## config.mk

```make
export PLATFORM = sky130hd
export DESIGN_NAME = stream_fifo_flat
export DESIGN_NICKNAME = d
export VERILOG_FILES = /design/src/rtl/stream_pkg.sv /design/src/rtl/stream_fifo_if.sv /design/src/rtl/stream_fifo_mem.sv /design/src/rtl/stream_fifo.sv /design/src/flat_wrapper.sv
export SDC_FILE = /design/constraint.sdc
export NUM_CORES = 1
export LEC_CHECK = 0
export CAP_MARGIN = 40
export CELL_PAD_IN_SITES_DETAIL_PLACEMENT = 1
export CELL_PAD_IN_SITES_GLOBAL_PLACEMENT = 1
export CORE_MARGIN = 2
export CORE_UTILIZATION = 54
export DETAILED_ROUTE_END_ITERATION = 8
export DONT_BUFFER_PORTS = 1
export PLACE_DENSITY_LB_ADDON = 0.1
export SETUP_SLACK_MARGIN = 0.3
export SYNTH_ARGS = -nofsm -noshare
export SYNTH_HDL_FRONTEND = slang
export SYNTH_SLANG_ARGS = --single-unit
```

## constraint.sdc

```tcl
create_clock -name i_clk -period 2.4 [get_ports i_clk]
set_input_delay 0.48 -clock i_clk [delete_from_list [all_inputs] [get_ports i_clk]]
set_output_delay 0.48 -clock i_clk [all_outputs]
set_load 0.05 [all_outputs]
```

## src/rtl/stream_pkg.sv

```systemverilog
// Shared stream data-path definitions used by the arbiter and stream_fifo.
package stream_pkg;
    localparam int STREAM_WIDTH = 32;
    localparam int STREAM_FIFO_DEPTH = 4;

    typedef logic [STREAM_WIDTH-1:0] stream_word_t;
endpackage

```

## src/rtl/stream_fifo_if.sv

```systemverilog
// Valid/ready stream plus occupancy status between the arbiter, stream_fifo and the sink.
interface stream_fifo_if
    import stream_pkg::*;
#(
    parameter int WIDTH = STREAM_WIDTH,
    parameter int DEPTH = STREAM_FIFO_DEPTH
);
    logic [WIDTH-1:0]           i_data;
    logic                       i_valid;
    logic                       o_ready;
    logic [WIDTH-1:0]           o_data;
    logic                       o_valid;
    logic                       i_ready;
    logic [$clog2(DEPTH+1)-1:0] o_level;
    logic                       o_full;
    logic                       o_empty;

    // slave is the FIFO side, master is the producer/sink side driving it
    modport slave (
        input  i_data, i_valid, i_ready,
        output o_ready, o_data, o_valid, o_level, o_full, o_empty
    );
    modport master (
        output i_data, i_valid, i_ready,
        input  o_ready, o_data, o_valid, o_level, o_full, o_empty
    );
endinterface

```

## src/rtl/stream_fifo_mem.sv

```systemverilog
// Storage array for stream_fifo: DEPTH x WIDTH flops, sync write, async read.
// Latency: write visible on the read port after the writing edge; read is combinational.
// Backpressure: none here; the parent only writes when an entry is free.
module stream_fifo_mem #(
    parameter int WIDTH = 32,
    parameter int DEPTH = 4,
    localparam int AW   = (DEPTH > 1) ? $clog2(DEPTH) : 1
) (
    input  logic             i_clk,
    input  logic             wr_en,
    input  logic [AW-1:0]    wr_addr,
    input  logic [WIDTH-1:0] wr_data,
    input  logic [AW-1:0]    rd_addr,
    output logic [WIDTH-1:0] rd_data
);
    logic [WIDTH-1:0] mem [DEPTH];

    always_ff @(posedge i_clk) begin
        if (wr_en) begin
            mem[wr_addr] <= wr_data;
        end
    end

    assign rd_data = mem[rd_addr];
endmodule

```

## src/rtl/stream_fifo.sv

```systemverilog
// Stream FIFO behind the arbiter; optional empty-bypass via STREAM_FIFO_BYPASS_EN.
// Latency: 1 cycle push-to-output (0 cycles when empty and bypass is built in).
// Backpressure: o_ready = !o_full, registered-derived, no combinational path from i_ready.
module stream_fifo
    import stream_pkg::*;
#(
    parameter int WIDTH = STREAM_WIDTH,
    parameter int DEPTH = STREAM_FIFO_DEPTH
) (
    input  logic        i_clk,
    input  logic        i_rst,
    stream_fifo_if.slave bus
);
    localparam int PW = (DEPTH > 1) ? $clog2(DEPTH) : 1;
    localparam int LW = $clog2(DEPTH + 1);

    typedef logic [PW-1:0] ptr_t;
    typedef logic [LW-1:0] lvl_t;

    localparam ptr_t PTR_LAST = ptr_t'(DEPTH - 1);
    localparam lvl_t LVL_FULL = lvl_t'(DEPTH);

    ptr_t             wr_ptr;
    ptr_t             rd_ptr;
    lvl_t             level;
    logic [WIDTH-1:0] rd_data;
    logic             empty;
    logic             full;
    logic             byp;
    logic             push;
    logic             pop;
    logic             wr_en;
    logic             rd_en;

    assign empty = (level == '0);
    assign full  = (level == LVL_FULL);

`ifdef STREAM_FIFO_BYPASS_EN
    // Reset must still force o_valid low even with a word waiting at the input.
    assign byp = empty && bus.i_valid && !i_rst;
`else
    assign byp = 1'b0;
`endif

    assign push  = bus.i_valid && !full;
    assign pop   = bus.o_valid && bus.i_ready;
    // A bypassed word that the sink takes at once never touches storage.
    assign wr_en = push && !(byp && bus.i_ready);
    assign rd_en = pop && !byp;

    assign bus.o_ready = !full;
    assign bus.o_valid = !empty || byp;
    assign bus.o_data  = byp ? bus.i_data : (empty ? '0 : rd_data);
    assign bus.o_level = level;
    assign bus.o_full  = full;
    assign bus.o_empty = empty;

    always_ff @(posedge i_clk or posedge i_rst) begin
        if (i_rst) begin
            wr_ptr <= '0;
            rd_ptr <= '0;
            level  <= '0;
        end else begin
            if (wr_en) begin
                wr_ptr <= (wr_ptr == PTR_LAST) ? '0 : wr_ptr + 1'b1;
            end
            if (rd_en) begin
                rd_ptr <= (rd_ptr == PTR_LAST) ? '0 : rd_ptr + 1'b1;
            end
            case ({wr_en, rd_en})
                2'b10:   level <= level + 1'b1;
                2'b01:   level <= level - 1'b1;
                default: level <= level;
            endcase
        end
    end

    stream_fifo_mem #(
        .WIDTH (WIDTH),
        .DEPTH (DEPTH)
    ) u_mem (
        .i_clk   (i_clk),
        .wr_en   (wr_en),
        .wr_addr (wr_ptr),
        .wr_data (bus.i_data),
        .rd_addr (rd_ptr),
        .rd_data (rd_data)
    );
endmodule

```

## src/flat_wrapper.sv

```systemverilog
// flat-port wrapper written by rule: the top's interface ports become plain ports
module stream_fifo_flat import stream_pkg::*;
#(
    parameter int WIDTH = STREAM_WIDTH,
    parameter int DEPTH = STREAM_FIFO_DEPTH
)
  (i_clk, i_rst, bus_i_data, bus_i_valid, bus_i_ready, bus_o_ready, bus_o_data, bus_o_valid, bus_o_level, bus_o_full, bus_o_empty);
  stream_fifo_if #(.WIDTH(WIDTH), .DEPTH(DEPTH)) bus_i ();
  input  logic i_clk;
  input  logic i_rst;
  input wire logic [$bits(bus_i.i_data)-1:0] bus_i_data;
  input wire logic [$bits(bus_i.i_valid)-1:0] bus_i_valid;
  input wire logic [$bits(bus_i.i_ready)-1:0] bus_i_ready;
  output wire logic [$bits(bus_i.o_ready)-1:0] bus_o_ready;
  output wire logic [$bits(bus_i.o_data)-1:0] bus_o_data;
  output wire logic [$bits(bus_i.o_valid)-1:0] bus_o_valid;
  output wire logic [$bits(bus_i.o_level)-1:0] bus_o_level;
  output wire logic [$bits(bus_i.o_full)-1:0] bus_o_full;
  output wire logic [$bits(bus_i.o_empty)-1:0] bus_o_empty;
  assign bus_i.i_data = bus_i_data;
  assign bus_i.i_valid = bus_i_valid;
  assign bus_i.i_ready = bus_i_ready;
  assign bus_o_ready = bus_i.o_ready;
  assign bus_o_data = bus_i.o_data;
  assign bus_o_valid = bus_i.o_valid;
  assign bus_o_level = bus_i.o_level;
  assign bus_o_full = bus_i.o_full;
  assign bus_o_empty = bus_i.o_empty;
  stream_fifo #(.WIDTH(WIDTH), .DEPTH(DEPTH)) u_core (.i_clk(i_clk), .i_rst(i_rst), .bus(bus_i));
endmodule
```

==> impl_metrics.tcl, run 1 <==
set metrics [dict create \
    finalCritPeriodShare_pct 102 \
    fp.dieH_um 103 \
    place_area_mm2 0.00563 \
    drtIter0Drc 127 \
    grt_pass1_wl_um 15000 \
    ios 75 \
    synthAdderAreaFrac_pct 1.79 \
    finalWirelength_um 10800 \
    layout_min_cycle_time_ns 2.44 \
    netlist_area_mm2 0.00530 \
    path_max_fanout 6 \
    htreeDepth 4 \
    slew-limit-headroom_pct 75.4 \
    yosys.area_share.simple_pct 5.00 \
    layout_common_cells "edfxtp_1 (128), and2_4 (33), mux4_2 (32), clkbuf_16 (19), buf_4 (11)" \
    rsz0062_at_grt "yes" \
    clk_latency_ns 0.53 \
    num_vias 2452 \
    synth_top_family_by_area "multiplexers" \
    port_buffers 0 \
    cts_root_buf "clkbuf_8" \
    drc 0 \
    worstSetupStartpointType "flop" \
    dpl.hpwl_um 6070 \
    synth_compound_area_share_pct 0 \
    die_w_um 103 \
    syn_nets 289 \
    synth_xor_area_share_pct 0.496 \
    maxSlewViolCount 0 \
    viasPerCell 5.72 \
    required_ns 1.92 \
    initial_core_util_pct 55.0 \
    wl_per_cell_um 25.2 \
    yosysSeqAreaShare_pct 75.8 \
    setup_viol 23 \
    dr.pass1.iters 6 \
    clk_path_buf_depth 2 \
    cts-buffers-inserted 17 \
    drive_gt1_share_pct 49.0 \
    hp-class "in2reg" \
    grt_pass1_vias 2572 \
    grtUsageTotal_pct 21.1 \
    core_mm2 0.00964 \
    hold_viol 0 \
    area_growth_pct 23.4 \
    violations "setup timing" \
    yosys_register_bits 135 \
    final_area_mm2 0.00654 \
    crit_type "reg2out" \
    arrival_ns 1.96 \
    fin_ws_ns -0.0444 \
    tightest_slew_ns 0.368 \
    synth.distinct_cells 21 \
    grt_max_degree 25 \
    finClkSkew_ns 0.0116 \
    gp_congestion 0.751 \
    nNetsFinal 327 \
    yosysWarnings 0 \
    synthMuxAreaShare_pct 14.8 \
    final_util_pct 67.9 \
    rows 36 \
    fmax_mhz 409 \
    antenna_found_initial 0 \
    synthCells 246 \
    cts_tree "yes" \
    die-area_mm2 0.0106 \
    final_antenna_net_count 0 \
    cap_violations 0 \
    final_common_cell "edfxtp_1" \
    clock_sinks 135 \
    synth_area_per_cell_um2 21.6 \
    diodes 0 \
    cts.reportedPaths.clkPinSlew_ns 0.06 \
    overflow 0 \
    end_kind "primary output" \
    status "finished, violations left" \
]
[cells in the mapped netlist (all sizes together)]
master	count	area [um^2]
nand3	1	5.00
mux2	4	52.6
mux4	32	721
and2	37	234
nor2b	1	8.76
mux2i	1	10.0
buf	10	71.3
fa	1	20.0
edfxtp	128	3840
clkbuf	2	7.51
inv	9	33.8
xor2	2	17.5
ha	6	75.1
or3	1	6.26
dfrtp	7	175
xnor2	1	8.76
nor2	3	11.3
[cells by family after synthesis]
| family | after synthesis |
|---|---|
| adder cells (fa/ha/maj) | 7 |
| flip-flops | 135 |
| XOR/XNOR | 3 |
| buffers and inverters | 21 |
| multiplexers | 37 |
| AND/OR/NAND/NOR | 43 |
[timing repair]
item / CTS / global route
hold endpoints to repair: 7 / 0
pin swaps: 5 / 10
buffers inserted: 3 / 5
hold buffers: 1 / 0
setup endpoints to repair: 34 / 36
cloned: 2 / 4
resized for setup: 58 / 9
[final timing paths]
kind                                              startpoint                           endpoint  slack, ns  depth (start not counted)
min                                           bus_i_data[15]  u_core.u_mem.mem[1][15]$_DFFE_PP_       0.04                          0
max reg2reg                u_core.bus.o_level[0]$_DFFE_PP0P_  u_core.bus.o_level[2]$_DFFE_PP0P_       0.36                         13
max in group asynchronous                              i_rst  u_core.bus.o_level[2]$_DFFE_PP0P_       1.80                          2
min in group asynchronous                              i_rst       u_core.rd_ptr[0]$_DFFE_PP0P_       0.34                          2
max                             u_core.rd_ptr[0]$_DFFE_PP0P_                      bus_o_data[5]      -0.04                          4
min reg2reg                     u_core.wr_ptr[1]$_DFFE_PP0P_       u_core.wr_ptr[1]$_DFFE_PP0P_       0.59                          1
[sequential cells by signal (all words and copies together), names as in the netlist]
signal              flops
u_core.bus.o_level      3
u_core.wr_ptr           2
u_core.rd_ptr           2
u_core.u_mem.mem      128
[through the flow]
stage               setup WS, ns  hold WS [ns]  cells  setup TNS, ns
finish                   -0.0444        0.0421    429         -0.366
global route              -0.105        0.0169    429          -2.31
CTS                      -0.0621        0.0152    420         -0.855
detailed placement         0.314         0.333    383              0
global placement           0.378         0.321    383              0
floorplan                  0.107         0.283    246              0
[cell type report]
cell class,instances,area (um^2)
sequential,135,4030
fill,777,3100
multi-input combinational,90,1290
timing repair buffer,31,458
clock buffer,20,425
tap,133,166
clock inverter,11,133
inverter,9,43.8
[metal layers]
metal | vias to the layer above | GRT usage (%) | share of wire (%)
met4 | 0 | 11.6 | 2.1
met2 | 94 | 31.9 | 52
met5 | - | 0 | 0
li1 | 1047 | - | -
met3 | 17 | 8.75 | 7.0
met1 | 1294 | 26.0 | 38
[worst max-delay path, cell delays in order, from the launching register on]
cell	delay, ns
dfrtp_2	0.39
buf_12	0.13
clkbuf_16	0.16
mux4_2	0.51
and2_4	0.24
Power of run 1 is not shown: default switching activity piles up to over one toggle a cycle in this logic, so the estimate is an artifact.
==> run 2: changes to the inputs <==
- CORE_UTILIZATION: 54 -> 50
- SLEW_MARGIN: unset -> 20
==> run 2 against run 1 <==
The flow still finishes with violations (setup timing). Maximum frequency grew 0.63%. Routed wire length down 4.1%. Sequential cell count did not move. Final cell count up 1.4%. Critical path depth stayed put. Sequential share of layout area shrank 0.42 points. Utilization down 4.1 points. Die area up 7.7%. Global-route usage is 1.6 points lower. Critical path type unchanged. Critical endpoint is now bus_o_data[18]. Largest cell class unchanged.
==> impl_metrics.tcl, run 2 (same netlist as run 1, synthesis figures left out) <==
set metrics [dict create \
    grtUsageTotal_pct 19.5 \
    diodes 0 \
    cts_tree "yes" \
    stdcell_count 435 \
    grt_pass1_wl_um 15600 \
    die_w_um 107 \
    finalCritPeriodShare_pct 101 \
    critPathMaxStageDelay_ns 0.49 \
    clk_latency_ns 0.51 \
    grt_pass1_vias 2648 \
    fp.dieH_um 107 \
    finClkSkew_ns 0.00815 \
    rows 37 \
    tightest_slew_ns 0.291 \
    wl_per_cell_um 23.8 \
    grt_max_degree 29 \
    required_ns 1.92 \
    path_max_fanout 5 \
    drtIter0Drc 151 \
    slew-limit-headroom_pct 80.6 \
    worstSetupStartpointType "flop" \
    hold_viol 0 \
    crit_slowest_cell "mux4_2" \
    drive_gt1_share_pct 49.5 \
    hp-class "in2reg" \
    dpl.cell_count 391 \
    finalWirelength_um 10400 \
    clk_path_buf_depth 2 \
    num_vias 2417 \
    maxSlewViolCount 0 \
    fmax_mhz 412 \
    port_buffers 0 \
    htreeDepth 4 \
    setup_viol 11 \
    ios 75 \
    clock_sinks 135 \
    dr.pass1.iters 7 \
    dpl.hpwl_um 6080 \
    layout_min_cycle_time_ns 2.43 \
    crit_type "reg2out" \
    cts-buffers-inserted 17 \
    worstPathCellList "buf_12 > clkbuf_16 > mux4_2 > and2_4" \
    core_mm2 0.0103 \
    cap_violations 0 \
    violations "setup timing" \
    largest-register "u_core.u_mem.mem" \
    area_growth_pct 24.3 \
    final_common_cell "edfxtp_1" \
    overflow 0 \
    drc 0 \
    arrival_ns 1.95 \
    die-area_mm2 0.0114 \
    end_kind "primary output" \
    final_antenna_net_count 0 \
    rsz0062_at_grt "yes" \
    largest_reg_flops 128 \
    cts_root_buf "clkbuf_8" \
    nNetsFinal 329 \
    fin_ws_ns -0.0292 \
    cts.reportedPaths.clkPinSlew_ns 0.06 \
    viasPerCell 5.56 \
    layout_common_cells "edfxtp_1 (128), and2_4 (35), mux4_2 (32), clkbuf_16 (18), buf_4 (13)" \
    gp_congestion 0.686 \
    initial_core_util_pct 51.4 \
    status "finished, violations left" \
    antenna_found_initial 0 \
]
[run 2: changes by cell type in the layout (fill, tap and decap cells not counted), sizes merged]
cell    previous run  this run
buf               27        30
clkbuf            23        20
clkinv             6         9
bufinv             3         2
inv                7         8
[run 2: critical path: cells and delay by family (launching register included)]
kind                   cells  cell delay [ns]
buffers and inverters      2             0.29
DFF                        1             0.43
muxes                      1             0.49
and+or+nand+nor            1             0.23
[run 2: layer usage]
layer	vias to the layer above	GRT usage [%]	part of all wire (%)
li1	1055	-	-
met1	1255	24.3	40
met2	91	31.1	50
met3	16	7.60	7.8
met4	0	7.70	1.8
met5	-	0	0
[run 2: per-stage QoR]
| stage | setup slack, ns | setup TNS (ns) | hold WS [ns] | utilization [%] | area, um^2 |
|---|---|---|---|---|---|
| final | -0.0292 | -0.166 | 0.0566 | 63.8 | 6590 |
| after global routing | -0.0713 | -1.35 | 0.0313 | 63.8 | 6590 |
| after CTS | -0.0608 | -0.665 | 0.0356 | 62.7 | 6470 |
| after detailed placement | 0.326 | 0 | 0.324 | 55.2 | 5700 |
| after global placement | 0.372 | 0 | 0.324 | 55.2 | 5700 |
| after floorplan | 0.107 | 0 | 0.283 | - | 5360 |
[run 2: path summary, 6_finish.rpt]
check / slack [ns] / startpoint / cells after the start / to
max: -0.03 / u_core.rd_ptr[0]$_DFFE_PP0P_ / 4 / bus_o_data[18]
min: 0.06 / bus_i_data[16] / 0 / u_core.u_mem.mem[2][16]$_DFFE_PP_
max reg2reg: 0.37 / u_core.bus.o_level[0]$_DFFE_PP0P_ / 13 / u_core.bus.o_level[2]$_DFFE_PP0P_
min reg2reg: 0.58 / u_core.wr_ptr[1]$_DFFE_PP0P_ / 1 / u_core.wr_ptr[1]$_DFFE_PP0P_
max in group asynchronous: 1.82 / i_rst / 2 / u_core.rd_ptr[0]$_DFFE_PP0P_
min in group asynchronous: 0.35 / i_rst / 2 / u_core.wr_ptr[0]$_DFFE_PP0P_
[run 2: repair_timing]
action / CTS / global route
gates cloned: 3 / 2
pin swaps: 1 / 9
hold endpoints to repair: 7 / 0
endpoints found under the setup margin: 35 / 70
resized for setup: 58 / 15
setup buffers: 2 / 4
hold buffers: 1 / 0
[run 2: area by class of cell]
cell class / instances / area (um^2)
clock buffers: 18 / 418
clock inverters: 14 / 131
fillers: 827 / 3730
inverters: 9 / 56.3
multi-input cells: 90 / 1290
flip-flops and latches: 135 / 4030
well taps: 136 / 170
repair buffers: 33 / 493
Power of run 2 is left out for the same reason.
==> run 3: changes to the inputs <==
- CORE_ASPECT_RATIO: unset -> 0.5
==> run 3 against run 2 <==
The run now ends clean. Sequential share of layout area barely moved. Final cell count did not move. Design area hardly changed. Worst setup slack improved by 0.082 ns. Register-to-register slack worse by 0.05 ns. Sequential cell count is the same. Clock skew shrank 0.0022 ns. Global-route usage decreased by 0.39 points.
==> impl_metrics.tcl, run 3 (same netlist as run 1, synthesis figures left out) <==
set metrics [dict create \
    final_util_pct 64.3 \
    setup.worst_path.start "u_core.rd_ptr[0]$_DFFE_PP0P_" \
    cap_violations 0 \
    wl_per_cell_um 23.8 \
    layout_min_cycle_time_ns 2.35 \
    finClkSkew_ns 0.00591 \
    cts-buffers-inserted 17 \
    drc 0 \
    cts_tree "yes" \
    cts.reportedPaths.clkPinSlew_ns 0.06 \
    required_ns 1.92 \
    path_max_fanout 8 \
    grt_pass1_vias 2641 \
    stdcell_count 435 \
    critPathCapture "bus_o_data[17]" \
    ios 75 \
    die-area_mm2 0.0115 \
    worstSetupStartpointType "flop" \
    cts_root_buf "clkbuf_16" \
    hp-class "in2reg" \
    final_antenna_net_count 0 \
    dpl.cell_count 389 \
    rsz0062_at_grt "yes" \
    hold_viol 0 \
    htreeDepth 4 \
    r2r_end "u_core.bus.o_level[2]$_DFFE_PP0P_" \
    clk_latency_ns 0.41 \
    drive_gt1_share_pct 49.8 \
    worstPathCellList "buf_4 > buf_12 > mux4_2 > and2_4" \
    dpl.hpwl_um 5910 \
    dr.pass1.iters 4 \
    hold_ws_ns 0.159 \
    reg2reg_slack_ns 0.32 \
    finalWirelength_um 10400 \
    dpl_worst_slack_ns 0.286 \
    final_common_cell "edfxtp_1" \
    arrival_ns 1.87 \
    viasPerCell 5.49 \
    end_kind "primary output" \
    grtUsageTotal_pct 19.1 \
    maxSlewViolCount 0 \
    slew-limit-headroom_pct 77.2 \
    clk_path_buf_depth 2 \
    gp_congestion 0.734 \
    critPathMaxStageDelay_ns 0.51 \
    reg2regPathDepth 12 \
    fmax_mhz 426 \
    finalCritPeriodShare_pct 97.8 \
    crit_type "reg2out" \
    grt_pass1_wl_um 15700 \
    clock_sinks 135 \
    fin_ws_ns 0.0526 \
    rows 26 \
    nNetsFinal 326 \
    setup_viol 0 \
    initial_core_util_pct 51.7 \
    num_vias 2390 \
    antenna_found_initial 0 \
    largest_reg_flops 128 \
    fp.dieH_um 76.8 \
    core_mm2 0.0102 \
    grt_max_degree 29 \
    r2r_start "u_core.bus.o_level[0]$_DFFE_PP0P_" \
    diodes 0 \
    overflow 0 \
    tightest_slew_ns 0.342 \
    die_w_um 150 \
    crit_slowest_cell "mux4_2" \
    drtIter0Drc 141 \
    area_growth_pct 24.2 \
    status "complete, no violations" \
    largest-register "u_core.u_mem.mem" \
    layout_common_cells "edfxtp_1 (128), and2_4 (33), mux4_2 (32), clkbuf_16 (20), buf_12 (10)" \
    port_buffers 0 \
]
-- run 3: cell types whose count changed in the layout (fill, tap and decap cells not counted), moves of 2 or more --
cell	previous run	this run
clkbuf_16	18	20
clkinv_1	4	1
clkinv_4	1	3
and2_4	35	33
and2_2	2	4
buf_16	3	0
buf_4	13	9
-- run 3: metal layers --
metal	vias up	share of wire [%]	GRT usage, %	wire (um)
li1	1052	-	-	-
met1	1258	45	25.6	4640
met2	65	48	29.5	4950
met3	15	6.1	7.14	632
met4	0	1.4	6.00	140
met5	-	0	0	0
-- run 3: worst max-delay path, delay by kind of cell (launching register included) --
family                 cells  cell delay (ns)
and+or+nand+nor            1             0.23
muxes                      1             0.51
buffers and inverters      2             0.29
DFF                        1             0.41
-- run 3: final cells by class --
| class | instances | area [um^2] |
|---|---|---|
| Multi-Input combinational cell | 90 | 1290 |
| Timing Repair Buffer | 30 | 464 |
| Inverter | 9 | 43.8 |
| Fill cell | 850 | 3660 |
| Clock buffer | 18 | 429 |
| Tap cell | 140 | 175 |
| Clock inverter | 13 | 156 |
| Sequential cell | 135 | 4030 |
-- run 3: metrics by stage --
stage	TNS [ns]	cell area, um^2
floorplan	0	5360
global placement	0	5650
detailed placement	0	5650
CTS	0	6380
global route	-0.0125	6590
finish	0	6590
-- run 3: how the worst min path moves through the flow --
stage | depth (start not counted) | to | start | slack, ns
finish | 0 | u_core.u_mem.mem[2][5]$_DFFE_PP_ | bus_i_data[5] | 0.16
global route | 0 | u_core.u_mem.mem[1][17]$_DFFE_PP_ | bus_i_data[17] | 0.14
CTS | 0 | u_core.u_mem.mem[2][13]$_DFFE_PP_ | bus_i_data[13] | 0.15
detailed placement | 1 | u_core.wr_ptr[1]$_DFFE_PP0P_ | i_rst | 0.34
global placement | 1 | u_core.wr_ptr[1]$_DFFE_PP0P_ | i_rst | 0.32
floorplan | 1 | u_core.rd_ptr[0]$_DFFE_PP0P_ | i_rst | 0.28
-- run 3: repair_timing --
item                                    in CTS  in global routing
resized for setup                           58                 11
buffers inserted                             1                  8
cloned                                       1                  4
hold buffers                                 1                  0
endpoints found under the setup margin      35                 35
pin swaps                                    2                 10
hold endpoints to repair                     7                  0
Power of run 3 is left out for the same reason.
